File: src/rtl/tr_acc.sv
// tr_acc: transaction accumulator.
// Sums the payloads of each inner transaction on a two-level din queue. It
// emits one result word per inner transaction on a one-level dout queue. The
// outer end-of-transaction flag of the terminating word is carried along.
// Optional build macro: TR_ACC_SAT_EN. When it is defined, the additions
// saturate at all-ones. When it is undefined, the sum wraps modulo 2^W_ACC.
module tr_acc #(
    parameter int unsigned W_DATA = 16,
    parameter int unsigned W_ACC  = 24
) (
    input  logic              clk,
    input  logic              rst,
    input  logic              din_valid,
    output logic              din_ready,
    input  logic [W_DATA+1:0] din_data,
    output logic              dout_valid,
    input  logic              dout_ready,
    output logic [W_ACC:0]    dout_data
);

    logic [W_ACC-1:0] acc;
    logic [W_ACC:0]   out_reg;
    logic             out_valid;

    logic [W_ACC-1:0] payload_ext;
    logic [W_ACC-1:0] sum;
    logic             din_xfer;
    logic             dout_xfer;
    logic             eot_inner;
    logic             eot_outer;

    assign eot_outer = din_data[W_DATA+1];
    assign eot_inner = din_data[W_DATA];

    // Input is accepted whenever the output slot is free or is being drained this cycle
    assign din_ready  = !out_valid || dout_ready;
    assign din_xfer   = din_valid && din_ready;
    assign dout_xfer  = out_valid && dout_ready;

    assign dout_valid = out_valid;
    assign dout_data  = out_reg;

    // Zero-extend the payload to accumulator width
    always_comb begin
        payload_ext = '0;
        payload_ext[W_DATA-1:0] = din_data[W_DATA-1:0];
    end

`ifdef TR_ACC_SAT_EN
    logic [W_ACC:0] sum_wide;

    // Saturating add: a carry out of the top bit clamps the result to all-ones
    always_comb begin
        sum_wide = {1'b0, acc} + {1'b0, payload_ext};
        sum      = sum_wide[W_ACC] ? '1 : sum_wide[W_ACC-1:0];
    end
`else
    // Wrapping add: the carry out is discarded
    always_comb begin
        sum = acc + payload_ext;
    end
`endif

    // Accumulator: adds non-terminating words and clears on the terminating word
    always_ff @(posedge clk or negedge rst) begin
        if (!rst) begin
            acc <= '0;
        end else if (din_xfer) begin
            if (eot_inner) begin
                acc <= '0;
            end else begin
                acc <= sum;
            end
        end
    end

    // Result register: a new result may replace one being drained in the same cycle
    always_ff @(posedge clk or negedge rst) begin
        if (!rst) begin
            out_reg   <= '0;
            out_valid <= 1'b0;
        end else if (din_xfer && eot_inner) begin
            out_reg   <= {eot_outer, sum};
            out_valid <= 1'b1;
        end else if (dout_xfer) begin
            out_valid <= 1'b0;
        end
    end

endmodule
File: config.mk
export PLATFORM = sky130hd
export DESIGN_NAME = tr_acc
export DESIGN_NICKNAME = d
export VERILOG_FILES = /design/src/rtl/tr_acc.sv
export SDC_FILE = /design/constraint.sdc
export NUM_CORES = 1
export LEC_CHECK = 0
export ABC_CLOCK_PERIOD_IN_PS = 3010
export BUFFER_PORTS_ARGS = -buffer_cell sky130_fd_sc_hd__buf_2
export CAP_MARGIN = 10
export CELL_PAD_IN_SITES_DETAIL_PLACEMENT = 0
export CELL_PAD_IN_SITES_GLOBAL_PLACEMENT = 2
export CORE_ASPECT_RATIO = 0.6
export CORE_MARGIN = 2
export CORE_UTILIZATION = 36
export CTS_BUF_LIST = sky130_fd_sc_hd__clkbuf_8
export DETAILED_ROUTE_END_ITERATION = 6
export PLACE_DENSITY = 0.95
export SLEW_MARGIN = 15
export SYNTH_ARGS = -nofsm -noshare
export SYNTH_HDL_FRONTEND = slang
export SYNTH_SLANG_ARGS = --single-unit
File: constraint.sdc
create_clock -name clk -period 3.01 [get_ports clk]
set_input_delay 0.301 -clock clk [delete_from_list [all_inputs] [get_ports clk]]
set_output_delay 0.301 -clock clk [all_outputs]
set_load 0.005 [all_outputs]
* After elaboration in Yosys (flattened, before gate mapping) *
Index checks and enable logic that the tools add are counted.

cells by class
  $add $sub $neg = 1
  muxes and demuxes = 3
  reduce and logical (&&, ||, !) cells = 6

operators with widths
  operator                 count
  adder 24 x 16 -> 24 bit  1
  2-to-1 mux 24 bit        1
  logical AND 1 bit        3
  2-to-1 mux 1 bit         2
  nonzero test 2 bit       1
  logical NOT 1 bit        1
  logical OR 1 bit         1

word-level totals
  register bits = 50
  input port bits = 22
  output and inout port bits = 27
  word-level logic and storage cells = 13

* Logic depth before layout (Yosys ltp) *
  word-level depth = 5
  gate-level depth with buffers = 10
  gate-level depth less buffers = 10

* Worst setup path before layout *
OpenSTA, ideal clock, no wires.

  path kind = reg2reg
  start point = register acc[0]
  end point = register acc[22]
  setup time = 0.131 ns
  data arrival time = 2.255 ns
  data required time = 2.879 ns
  path slack = 0.623 ns
  stages on the path, launching flop included = 11
  buffers on the path = 0
  period minus slack after synthesis = 2.387 ns
  cell sequence = dfrtp_1 > ha_1 > inv_1 > fa_1 > and2b_1 > o2111ai_1 > a211o_1 > a2111oi_4 > nor3_1 > o21ai_0 > o31ai_1

between the ends
  longest elaborated chain between the ends = 2

ends and longest elaborated chain
  item                     RTL line  text
  start, declared          21        logic [W_ACC-1:0] acc;
  start signal, assigned   72        acc <= sum;
  adder 24 x 16 -> 24 bit  60        sum = acc + payload_ext;
  2-to-1 mux 24 bit        69        if (eot_inner) begin

Every way passes these cells.
A chain may end at the register's enable or synchronous reset.

* Worst setup path after layout *
  start point = register acc[0]
  end point = register acc[18]

The elaborated chain is that of the path after synthesis.

==> metrics.md <==
| Metric | Value |
|---|---|
| CP arrival | 2.83 ns |
| Hold Fails Final Rpt | 0 |
| First-pass GRT wire length | 11,870 um |
| Worst setup SP type | flip-flop |
| Setup Skew | 0.008811 ns |
| Yosys top cell area share | 43.40% |
| Commonest non-fill, non-tap cell in the layout | nand2_1 |
| Routed len/inst | approximately 15 um |
| Multi-input logic area | 1546 um^2 |
| Initial Util | 36.86% |
| Worst-margin pin slew | 0.6820 ns |
| Vias in the first global route | 2,311 |
| Peak VDD IR | 0.2349 mV |
| Vias per cell | 5.203 |
| Area Overhead vs Synth | 14.80% |
| Ant diodes | 0 |
| WP data required | 3.22 ns |
| Final setup margin | 0.3880 ns |
| Flops & latches, synth | 50 |
| I/O pin total | 49 |
| # hold bufs at CTS | 0 |
| Total clock buffers created by CTS | 5 |
| Seq pwr share | a little under two fifths |
| RSZ-0062 raised after global routing | no |
| Final Cycle Share | 87.11% |
| Main area contributors after synthesis | dfrtp_1 (43%), nand2_1 (7.7%), ha_1 (6.9%) |
| Final setup violating endpoints | 0 |
| NetSw | approximately 1.1 mW |
| Root Driver | clkbuf_8 |
| Largest net degree at the start of global routing | 37 |
| Post-Route WL | slightly above 7000 um |
| Filler cells | 815 |
| First-iteration detailed-routing DRC count | between 100 and 150 |
| Post-synth cell types | 42 |
| CP Max Fanout | 6 |
| Gate Count Post-Synth | between 300 and 400 |
| Pwr Density | slightly above 800 nW/um^2 |
| Setup TNS | 0 ns |
| Max Buffers Root-to-Sink | 2 |
| YS warnings | 0 |
| NumNets Final | roughly 390 |
| Die area | 8763 um^2 |
| Clock Latency Late Sink | 0.31 ns |
| Commonest non-fill, non-tap cells in the layout | nand2_1 (59), dfrtp_1 (50), buf_2 (48) |
| Via count | 2,414 |
| Pre-CTS setup slack | 0.3345 ns |
| Mapped Area | 2883 um^2 |
| Syn nets | 351 |
| Syn Area/Cell | around 9.2 um^2 |
| Relative slew slack | 54.54% |
| Total number of H-tree levels | 2 |
| Critical path capture point type | flip-flop |
| GR Overflow Total | 0 |
| Detailed Place HPWL | between 5000 and 6000 um |
| Post-CTS Resized | 0 |
| Sequential area share after synthesis | 43.40% |
| Status | finished, final reports clean |
| Post-CTS Setup Bufs | 0 |
| Net Sw Frac | 41.32% |
| Initial antenna violation count | 0 |
| Cell taking the most area after synthesis | dfrtp_1 |
| Leak pwr | 1.605 nW |
| Crit path cell chain | ha_1 -> inv_1 -> fa_1 -> and2b_1 -> o2111ai_1 -> a211o_1 -> nand3_2 -> a21oi_2 -> or4_1 -> o311ai_1 |
| Crit-path slowest cell | a211o_1 |
| Reg area | 1251 um^2 |
| Final Util | 42.32% |
| Final min period | between 2 and 3 ns |
| Worst-path clk slew | 0.09 ns |
| Total GRT Usage | 17.33% |
| Internal Power | 1.590 mW |
| CTS sink cnt | 50 |
| Die Y | 73.32 um |
| Width of the die | 119.5 um |
| I/O Buffers | 48 |
| DRC errors left | 0 |
| CTS tree | built |
| RD Place Congestion | 0.8432 |
| DR pass1 iterations | 4 |
| Site row count | 25 |
| Max-Cap Viols | 0 |
| Max frequency | 0.3814 GHz |
| Gate power share | 47.9% |
| Layout cells sized above 1 | 19.10% |
| CP max stage delay | 0.42 ns |
| Final Max Slew Viols | 0 |
| Core Region | 7820 um^2 |
| Final antenna-violating net count | 0 |
| Clock power frac | 15.3% |
| Worst min-delay path class | input port to asynchronous set/reset pin |
| Critical setup path kind | flip-flop to flip-flop |
## cells in the mapped netlist
cell and instances:
a2111oi_4 1, a211o_1 3, a211oi_1 5, a211oi_2 1
a21o_1 10, a21oi_1 15, a21oi_2 1, a22o_1 7
a31oi_1 6, a41oi_1 1, and2b_1 1, and3_1 1
and4_1 1, buf_2 5, clkbuf_1 10, dfrtp_1 50
fa_1 1, ha_1 16, inv_1 6, mux2_2 4
nand2_1 59, nand2b_1 3, nand3_1 9, nand3_2 1
nand4_1 3, nand4b_1 1, nor2_1 14, nor2_2 1
nor2b_1 1, nor3_1 4, o2111ai_1 1, o21a_1 2
o21ai_0 29, o21ai_1 2, o21bai_1 2, o311ai_1 1
o31ai_1 11, or2_2 1, or3_1 1, or4_1 1
xnor2_1 8, xor2_1 12
## logic make-up after synthesis
| logic type | synth area share (%) |
|---|---|
| adders and majority gates | 7.639 |
| muxes | 1.562 |
| buffers and inverters | 2.951 |
| and+or+nand+nor | 15.63 |
| DFF | 43.40 |
| xor gates and xnor gates | 6.076 |
| AOI/OAI and AO/OA | 22.74 |
## metrics by stage
stage / hold WS (ns) / total power [mW] / area, um^2 / instances
finish: 0.01783 / 2.709 / 3309 / 464
floorplan: 0.005409 / 1.906 / 2883 / 312
detailed placement: 0.3819 / 2.298 / 3218 / 456
global placement: 0.3863 / 2.277 / 3218 / 456
CTS: 0.03369 / 2.721 / 3309 / 464
global route: 0.07256 / 2.939 / 3309 / 464
## worst max-delay path, delay by kind of cell (launching register included)
family | cells | cell delay [ns]
compound gates | 4 | 0.74
buf+inv | 1 | 0.07
fa+ha+maj | 2 | 0.58
simple gates | 3 | 0.77
flops | 1 | 0.35
## final timing paths
check	startpoint	end	slack, ns	depth (start not counted)
hold reg to reg	dout_data[15]	dout_data[15]	0.48	2
min in group clk	din_data[17]	dout_data[24]	0.17	3
setup / recovery	acc[0]	acc[18]	0.39	10
setup reg to reg	acc[0]	acc[18]	0.39	10
max in group asynchronous	rst	acc[19]	2.24	2
hold / removal	rst	dout_data[9]	0.02	1
## layer usage
layer / GRT usage (%) / routed length [um]
met2: 23.30 / 2764
met4: 3.137 / 33
met1: 27.77 / 3982
met3: 4.270 / 404
met5: 0 / 0
## power by group through the flow
stage          clock network [mW]  logic (mW)  registers, mW
6_report                    0.416        1.30          0.997
5_1_grt                     0.457        1.46           1.02
4_1_cts                     0.432        1.29          0.997
3_5_place_dp                    0        1.29           1.01
3_3_place_gp                    0        1.28           1.00
2_1_floorplan                   0       0.903           1.00
## cell type report
type                    count  share of cell area (%)
inverters                   6                  0.6805
clock inverters             2                  0.2647
flip-flops and latches     50                   37.81
multi-input cells         241                   46.73
repair buffers             51                   7.940
clock buffers               6                   2.495
well taps                 108                   4.083
## registers in the layout, summed over array words and instances, names as in the netlist
register,cells
acc,24
dout_data,25
dout_valid,1
(Power assumes the default switching activity.)
